**src/rtl/converter_ctrl.sv**
```systemverilog
// Frame sequencer around the 3-stage RGB-to-luma converter: input/output valid/ready,
// stage occupancy tracking and frame control. Optional stall counter: CONVERTER_CTRL_STALL_CNT_EN.
module converter_ctrl #(
  parameter int DATA_WIDTH   = 8,
  parameter int FRAME_PIXELS = 16,
  parameter int CNT_WIDTH    = 16
) (
  input  logic                  clk,
  input  logic                  reset,
  input  logic                  start,
  input  logic                  abort,
  input  logic                  s_valid,
  output logic                  s_ready,
  input  logic [DATA_WIDTH-1:0] s_red,
  input  logic [DATA_WIDTH-1:0] s_green,
  input  logic [DATA_WIDTH-1:0] s_blue,
  output logic                  conv_enable,
  output logic [DATA_WIDTH-1:0] conv_red,
  output logic [DATA_WIDTH-1:0] conv_green,
  output logic [DATA_WIDTH-1:0] conv_blue,
  input  logic [DATA_WIDTH-1:0] conv_color,
  output logic                  m_valid,
  input  logic                  m_ready,
  output logic [DATA_WIDTH-1:0] m_data,
  output logic                  m_last,
  output logic                  busy,
  output logic                  done,
  output logic                  aborted,
  output logic [CNT_WIDTH-1:0]  stall_count
);

  typedef enum logic [1:0] {IDLE, RUN, DRAIN, DONE} state_t;

  state_t               state;
  logic [2:0]           vld, lst, vld_nxt;
  logic [CNT_WIDTH-1:0] pix_cnt;
  logic                 adv, s_fire, last_pix;

  // The converter stalls as a whole, so every stage advances only when the
  // output slot is empty or being taken.
  always_comb begin
    adv      = ~vld[2] | m_ready;
    s_ready  = (state == RUN) & adv & ~abort;
    s_fire   = s_valid & s_ready;
    last_pix = (pix_cnt == CNT_WIDTH'(FRAME_PIXELS - 1));
    vld_nxt  = adv ? {vld[1:0], s_fire} : vld;
  end

  assign conv_enable = adv & (state != IDLE);
  assign conv_red    = s_red;
  assign conv_green  = s_green;
  assign conv_blue   = s_blue;
  assign m_valid     = vld[2];
  assign m_last      = vld[2] & lst[2];
  assign m_data      = conv_color;
  assign busy        = (state != IDLE);
  assign done        = (state == DONE);

  // NOTE: every flop here is written with <= so all next-state terms read the
  // pre-edge values, exactly like the hardware they describe.
  always_ff @(posedge clk or posedge reset) begin
    if (reset) begin
      state   <= IDLE;
      vld     <= '0;
      lst     <= '0;
      pix_cnt <= '0;
      aborted <= 1'b0;
    end else begin
      if (adv) begin
        vld <= {vld[1:0], s_fire};
        lst <= {lst[1:0], s_fire & last_pix};
      end
      case (state)
        IDLE: if (start) begin
          pix_cnt <= '0;
          aborted <= 1'b0;
          state   <= RUN;
        end
        RUN: if (abort) begin
          aborted <= 1'b1;
          state   <= DRAIN;
        end else if (s_fire) begin
          pix_cnt <= pix_cnt + 1'b1;
          if (last_pix) state <= DRAIN;
        end
        // Leave DRAIN on the edge that empties the pipe so done lands at N+4.
        DRAIN: if (vld_nxt == 3'b000) state <= DONE;
        DONE:  state <= IDLE;
        default: state <= IDLE;
      endcase
    end
  end

`ifdef CONVERTER_CTRL_STALL_CNT_EN
  logic [CNT_WIDTH-1:0] stall_q;

  always_ff @(posedge clk or posedge reset) begin
    if (reset)
      stall_q <= '0;
    else if (state == IDLE && start)
      stall_q <= '0;
    else if (m_valid && !m_ready && stall_q != '1)
      stall_q <= stall_q + 1'b1;
  end

  assign stall_count = stall_q;
`else
  assign stall_count = '0;
`endif

endmodule

```
**config.mk**
```make
export PLATFORM = sky130hd
export DESIGN_NAME = converter_ctrl
export DESIGN_NICKNAME = d
export VERILOG_FILES = /design/src/rtl/converter_ctrl.sv
export SDC_FILE = /design/constraint.sdc
export NUM_CORES = 1
export LEC_CHECK = 0
export ABC_AREA = 1
export CAP_MARGIN = 20
export CORE_UTILIZATION = 41
export CTS_CLUSTER_DIAMETER = 120
export DETAILED_ROUTE_END_ITERATION = 8
export GPL_TIMING_DRIVEN = 0
export PLACE_DENSITY = 0.77
export SLEW_MARGIN = 20
export SYNTH_ARGS = -nofsm -noshare
export SYNTH_HDL_FRONTEND = slang
export SYNTH_SLANG_ARGS = --single-unit
```
**constraint.sdc**
```tcl
create_clock -name clk -period 1.85 [get_ports clk]
set_clock_uncertainty 0.1 [all_clocks]
set_input_delay 0.555 -clock clk [delete_from_list [all_inputs] [get_ports clk]]
set_output_delay 0.555 -clock clk [all_outputs]
set_load 0.01 [all_outputs]
```
Yosys cells after proc, flatten, opt, wreduce, memory -nomap -nowiden
Cells that the tools add are included.
Widths: inputs -> output; s select.
{"block": "word_totals", "reg_bits": 25, "in_bits": 38, "out_inout_bits": 55, "wordCells": 47}
{"block": "op_classes", "n_addsub": 1, "eq_ne": 11, "n_mux": 14, "bitwise": 9, "n_reduce_logical": 7}
{"cell": "$mux 16", "n": 3}
{"cell": "$pmux 16 s2", "n": 1}
{"cell": "$add 16x1->16 const B", "n": 1}
{"cell": "$eq 16x4->1 const B", "n": 1}
{"cell": "$mux 2", "n": 5}
{"cell": "$ne 2x2->1 const B", "n": 5}
{"cell": "$pmux 2 s4", "n": 1}
{"cell": "$reduce_and 4->1", "n": 2}
{"cell": "$and 1x1->1", "n": 6}
{"cell": "$ne 3x3->1 const B", "n": 2}
{"cell": "$eq 2x2->1 const B", "n": 2}
{"cell": "$reduce_bool 2->1", "n": 2}
{"cell": "$logic_not 3->1", "n": 1}
{"cell": "$mux 3", "n": 1}
{"cell": "$reduce_and 3->1", "n": 1}
{"cell": "$eq 2x1->1 const B", "n": 1}
{"cell": "$logic_not 2->1", "n": 1}
{"cell": "$mux 1", "n": 2}
{"cell": "$not 1->1", "n": 2}
{"cell": "$pmux 1 s2", "n": 1}
{"cell": "$or 1x1->1", "n": 1}

Depth between registers and ports, before layout
Gate-level depths: netlist of the first run.
{"block": "logic_depth", "depth_word": 9, "mapped_depth": 12}

Least setup slack after synthesis of the first run
Ideal clock, no wire load.
{"block": "synth_timing", "path_kind": "reg-to-output", "from": "register state[1]", "to": "output s_ready", "arrival_time_ns": 1.005, "required_ns": 1.195, "setup_slack_ns": 0.190, "stages_incl_launch_ff": 8, "path_buffers": 1, "cell_sequence": "dfrtp_1 > inv_1 > ha_1 > buf_6 > inv_4 > nor2_8 > nand2_1 > inv_1"}
{"block": "synth_via", "elab_chain_len": 3}
{"item": "start: declaration", "line": "34", "source": "state_t state;"}
{"item": "start signal: assignment", "line": "63", "source": "state <= IDLE;"}
{"item": "start signal: assignment", "line": "77", "source": "state <= RUN;"}
{"item": "start signal: assignment", "line": "81", "source": "state <= DRAIN;"}
{"item": "$eq 2x1->1", "line": "43", "source": "s_ready = (state == RUN) & adv & ~abort;"}
{"item": "$and 1x1->1 (2 in a row)", "line": "43"}
{"item": "end: declaration", "line": "13", "source": "output logic s_ready,"}
No other way between the ends.

Worst setup path after layout of the first run
{"block": "layout_timing", "from": "input m_ready", "to": "output s_ready"}
{"block": "layout_via", "elab_chain_len": 3}
{"item": "start: declaration", "line": "23", "source": "input logic m_ready,"}
{"item": "$or 1x1->1", "line": "42", "source": "adv = ~vld[2] | m_ready;"}
{"item": "$and 1x1->1 (2 in a row)", "line": "43"}
No other way between the ends.

==> results of run 1 <==
==> worst max-delay path: cells and delay by family <==
family | cells | cell delay, ns
buf+inv | 4 | 0.50
simple gates | 2 | 0.18
==> cells in the mapped netlist (all sizes together) <==
cell     n  area share
clkbuf   1      0.0019
o21bai   2      0.0078
a22oi    1      0.0039
o21ai   10       0.028
a21oi    6       0.016
or2      2      0.0065
o31ai    1      0.0039
ha       5       0.032
dfrtp   25        0.32
xor2     2      0.0091
inv     28       0.056
nand2   67        0.13
conb     1      0.0019
nand3   20       0.058
nor2    23       0.053
nor3     3       0.010
nand4   13       0.042
nand3b   1      0.0039
buf     52        0.21
==> how the worst max path moves through the flow <==
stage	end	slack (ns)
after floorplan	s_ready	0.19
after global placement	conv_enable	-0.73
after detailed placement	conv_enable	-0.73
after CTS	s_ready	-0.12
after global routing	s_ready	-0.1
final	s_ready	-0.05
==> registers in the layout (all words and copies together), names as in the netlist <==
name	flops
vld	3
pix_cnt	16
lst	3
state	2
aborted	1
==> through the flow <==
| step | power [W] | util | TNS, ns | cells |
|---|---|---|---|---|
| floorplan | 0.00145 | - | 0 | 278 |
| detailed placement | 0.00183 | 0.561 | -7.01 | 374 |
| global route | 0.00247 | 0.592 | -0.164 | 387 |
| finish | 0.00231 | 0.592 | -0.0457 | 387 |
| global placement | 0.00181 | 0.561 | -6.38 | 374 |
| CTS | 0.00230 | 0.587 | -0.142 | 385 |
==> report_power, final <==
group / internal (W) / switching [W] / leakage [nW] / total (W)
sequential: 0.000625 / 0.0000649 / 0.340 / 0.000690
combinational: 0.000593 / 0.000699 / 0.992 / 0.00129
clock: 0.000154 / 0.000177 / 0.0228 / 0.000331
==> cells by family after synthesis <==
group	Yosys count
and+or+nand+nor	129
buffers and inverters	81
AOI/OAI and AO/OA	20
DFF	25
adders and majority gates	5
xor gates and xnor gates	2
other	1
==> routing by layer <==
metal	vias to the layer above	wire length, um	track usage
met3	8	420	0.0413
met5	-	0	0
met1	822	1690	0.210
met4	0	46	0.0511
li1	918	-	-
met2	91	2130	0.305
==> repair_timing <==
action | 4_1_cts | 5_1_grt
hold endpoints to repair | 0 | 0
pin swaps | 2 | 4
hold buffers | 0 | 0
gates resized for setup | 32 | 2
endpoints found under the setup margin | 17 | 19
setup buffers | 7 | 3
==> cell type report <==
type | instances | area [um2] | area share
sequential | 25 | 627 | 0.238
buffer | 52 | 398 | 0.151
clock buffer | 4 | 45.0 | 0.0171
multi-input combinational | 172 | 885 | 0.336
tap | 52 | 65.1 | 0.0247
timing repair buffer | 54 | 498 | 0.189
inverter | 28 | 113 | 0.0428
==> qor.csv, run 1 <==
metric;value;unit
start_util;0.435;
drive_gt1_frac;0.263;
hold_end;vld[2]$_DFF_PP0_;
nFillCells;394;
synth_simple_gate_area_share;0.307;
slowest_delay;0.27;ns
port_buffers;44;
cts_root_buf;clkbuf_8;
start_kind;input pin;
synth_compound_area_frac;0.0589;
path_cells;dlygate4sd2_1, inv_1, nand2_2, nand2_2, inv_1, buf_2;
via_per_inst;4.75;
grt_pass1_wl;6980;um
crit_required;1.19;ns
first_pass_iters;6;
total_leakage_power;1.35;nW
num_io_pins;93;
min_from;vld[1]$_DFF_PP0_;
design.die.area;4990;um2
clock_sinks;25;
synthAdderAreaFrac;0.0324;
finalHoldViolCount;0;
syn-cell-area;1930;um2
die_y;70.7;um
ir_worst_vdd;913;uV
reg2reg_depth;12;
placed_area;2490;um2
clkLatencyLatePin;0.27;ns
wirelength;4290;um
rrSetupSlack;0.10;ns
coreArea;4440;um2
cts_buffer_depth;2;
rsz0062_at_grt;yes;
routabilityCongestion;0.911;
cts_buffers;3;
grt_usage;0.173;
relSlewSlack;0.660;
synthMuxAreaShare;0;
crit_slowest_cell;dlygate4sd2_1;
cts_tree;done;
finalSetupViolCount;1;
synth_top_family_by_area;simple AND/OR/NAND/NOR gates;
power_per_cell_area;879;nW/um2
syn_area_per_cell;7.35;um2
layout.nets;379;
row_count;24;
drc;16;
failed_checks;design-rule violations, negative setup slack;
htree_num_levels;1;
crit_fanout;5;
synthesis.instances;263;
worst_slew_pin_slew;0.509;ns
antenna_found_initial;0;
endpoint_kind;primary output;
grt_max_degree;26;
yosysSeqAreaShare;0.324;
min_path_cells;2;
diodes;0;
synth_warnings;0;
area_delta_synth_final;36.1;%
grt_pass1_vias;1637;
ys_types;28;
ys_ff_latch;25;
timing.max_cap.violations;0;
wl_per_cell;11.1;um
clock.fmax;528;MHz
ant_nets;0;
holdWs;0.378;ns
timing.rr.end;pix_cnt[12]$_DFFE_PP0P_;
final_common_cell;nand2_1;
timing.final.crit_share;1.02;
crit_arrival;1.24;ns
crit_type;in -> out;
min_path_type;reg -> reg;
fp.dieW;70.7;um
synth_xor_area_frac;0.00906;
place_ws;-0.734;ns
startpoint;m_ready;
cts.clk_slew.worst_paths;0.08;ns
grt_overflow;0;
drv_slew;0;
place.detailed.hpwl;3200;um
drtIter0Drc;89;
fin_ws;-0.0457;ns
mostFrequentLayoutCells;nand2_1 (63), buf_4 (57), clkdlybuf4s50_1 (36);
final_area;2630;um2
period_minus_slack;1.90;ns
status;finished, violations left;
r2r_start;state[1]$_DFFE_PP0P_;
via_count;1839;
(Power assumes the default switching activity.)
==> run 2, diff against run 1 <==
--- a/config.mk
+++ b/config.mk
@@ -6,6 +6,7 @@
 export NUM_CORES = 1
 export LEC_CHECK = 0
 export ABC_AREA = 1
+export ABC_CLOCK_PERIOD_IN_PS = 1850
 export CAP_MARGIN = 20
 export CORE_UTILIZATION = 41
 export CTS_CLUSTER_DIAMETER = 120
==> results of run 2 <==
Same layout as run 1: the final DEF is identical, and so are final timing and power.
==> run 3, diff against run 2 <==
--- a/config.mk
+++ b/config.mk
@@ -8,6 +8,7 @@
 export ABC_AREA = 1
 export ABC_CLOCK_PERIOD_IN_PS = 1850
 export CAP_MARGIN = 20
+export CORE_MARGIN = 5
 export CORE_UTILIZATION = 41
 export CTS_CLUSTER_DIAMETER = 120
 export DETAILED_ROUTE_END_ITERATION = 8
==> run 3 against run 2 <==
The flow finishes with violations (negative setup slack). Combinational power up 11%. Global-route usage down 2.9 points. Utilization down 1.6 points. Largest cell class unchanged.
==> qor.csv, run 3 (same netlist as run 1, synthesis figures left out) <==
metric;value;unit;change
status;finished, violations left;;unchanged
failed_checks;negative setup slack;;was design-rule violations, negative setup slack
antenna_found_initial;0;;unchanged
met1_length;1840;um;was 1690 um
placed_area;2500;um2;was 2490 um2
ant_nets;0;;unchanged
top_register;pix_cnt;;unchanged
routed-wl-met2;2230;um;was 2130 um
rsz0062_at_grt;yes;;unchanged
via_per_inst;4.64;;was 4.75
coreArea;4660;um2;was 4440 um2
total_leakage_power;1.38;nW;was 1.35 nW
endpoint_kind;primary output;;unchanged
cp.buffers_inverters;4;;unchanged
dp_cells;376;;was 374
fp.dieW;78.7;um;was 70.7 um
timing.final.crit_share;1.02;;about the same
nFillCells;439;;was 394
relSlewSlack;0.410;;was 0.660
power_per_cell_area;917;nW/um2;was 879 nW/um2
ir_worst_vdd;777;uV;was 913 uV
timing.setup.tns;-0.0658;ns;was -0.0457 ns
crit_arrival;1.24;ns;about the same
final_area;2680;um2;was 2630 um2
routabilityCongestion;0.867;;was 0.911
die_y;78.7;um;was 70.7 um
layout.nets;380;;was 379
met3_length;352;um;was 420 um
drive_gt1_frac;0.268;;was 0.263
largest_reg_flops;16;;unchanged
first_pass_iters;4;;was 6
place.detailed.hpwl;3420;um;was 3200 um
grt_pass1_vias;1654;;was 1637
design.die.area;6190;um2;was 4990 um2
path_cells;inv_2, ha_4, inv_8, nor2_8, nand2_2, inv_2, buf_6;;was dlygate4sd2_1, inv_1, nand2_2, nand2_2, inv_1, buf_2
cts.clk_slew.worst_paths;0.09;ns;was 0.08 ns
port_buffers;44;;unchanged
cts_buffers;3;;unchanged
clock.fmax;529;MHz;was 528 MHz
clock_sinks;25;;unchanged
start_util;0.415;;was 0.435
cts_root_buf;clkbuf_8;;unchanged
period_minus_slack;1.89;ns;was 1.90 ns
critical-path-top-delay-family;flip-flops;;was buffers and inverters
area_delta_synth_final;38.7;%;was 36.1%
row_count;25;;was 24
diodes;0;;unchanged
slowest_delay;0.41;ns;was 0.27 ns
final_common_cell;nand2_1;;unchanged
crit_required;1.19;ns;about the same
via_count;1809;;was 1839
crit_slowest_cell;dfrtp_1;;was dlygate4sd2_1
mostFrequentLayoutCells;nand2_1 (62), buf_4 (58), clkdlybuf4s50_1 (35);;was nand2_1 (63), buf_4 (57), clkdlybuf4s50_1 (36)
htree_num_levels;1;;unchanged
clkLatencyLatePin;0.28;ns;was 0.27 ns
reg.largest.list;pix_cnt x16, lst x3, vld x3;;unchanged
min_path_type;reg -> reg;;unchanged
timing.max_cap.violations;0;;unchanged
drc;0;;was 16
grt_usage;0.143;;was 0.173
drv_slew;0;;unchanged
finalHoldViolCount;0;;unchanged
multi_input_area;892;um2;was 885 um2
power;0.00246;W;was 0.00231 W
cts_buffer_depth;2;;unchanged
finalNonFillerCells;390;;was 387
worst_slew_pin_slew;0.880;ns;was 0.509 ns
cts_tree;done;;unchanged
top_layer;met4;;unchanged
drtIter0Drc;99;;was 89
finalSetupViolCount;2;;was 1
crit_fanout;2;;was 5
num_io_pins;93;;unchanged
crit_type;reg -> out;;was in -> out
grt_max_degree;26;;unchanged
wirelength;4480;um;was 4290 um
cp_common_cell;inv_2;;
fin_ws;-0.0404;ns;was -0.0457 ns
grt_overflow;0;;unchanged
wl_per_cell;11.5;um;was 11.1 um
ff_latch_area;626;um2;was 627 um2
grt_pass1_wl;7360;um;was 6980 um
start_kind;flop;;was input pin
-- run 3: path summary, 6_finish.rpt --
path                                 startpoint                      to  slack [ns]  cells after the start
max                        state[1]$_DFFE_PP0P_                 s_ready       -0.04                      7
min in group asynchronous                 reset      lst[2]$_DFFE_PP0N_        0.55                      2
max reg2reg                state[1]$_DFFE_PP0P_  pix_cnt[9]$_DFFE_PP0P_        0.09                     12
min                          lst[2]$_DFFE_PP0N_      lst[2]$_DFFE_PP0N_        0.39                      2
max in group asynchronous                 reset  pix_cnt[6]$_DFFE_PP0P_        0.69                      2
min reg2reg                  lst[2]$_DFFE_PP0N_      lst[2]$_DFFE_PP0N_        0.39                      2
-- run 3: repair_timing --
item,in CTS,in global routing
resized for setup,28,12
buffers inserted,7,3
hold buffers,0,0
cloned,0,1
pin swaps,2,3
endpoints found under the setup margin,15,23
-- run 3: worst min-delay path, stage by stage (launching register included) --
cell and delay [ns]:
dfrtp_1 0.36, nand2_1 0.05, nand2_1 0.05
-- run 3: per-layer routing --
metal | global-route usage | up-vias
li1 | - | 915
met1 | 0.179 | 818
met2 | 0.252 | 71
met3 | 0.0195 | 5
met4 | 0.0490 | 0
met5 | 0 | -
-- run 3: final cells by class --
type / instances / share of cell area
buffer: 52 / 0.150
sequential: 25 / 0.233
multi-input combinational: 172 / 0.333
clock inverter: 1 / 0.00280
inverter: 28 / 0.0429
clock buffer: 3 / 0.0154
timing repair buffer: 55 / 0.198
tap: 54 / 0.0252
-- run 3: per-stage QoR --
stage | util | hold WS (ns) | worst slack (ns)
finish | 0.575 | 0.389 | -0.0404
global route | 0.575 | 0.393 | -0.119
floorplan | - | 0.335 | 0.190
global placement | 0.536 | 0.346 | -0.712
detailed placement | 0.536 | 0.364 | -0.731
CTS | 0.560 | 0.387 | -0.133
-- run 3: power by group --
| part | switching (W) | internal (W) |
|---|---|---|
| Sequential | 0.0000619 | 0.000623 |
| Combinational | 0.000732 | 0.000699 |
| Clock | 0.000189 | 0.000153 |
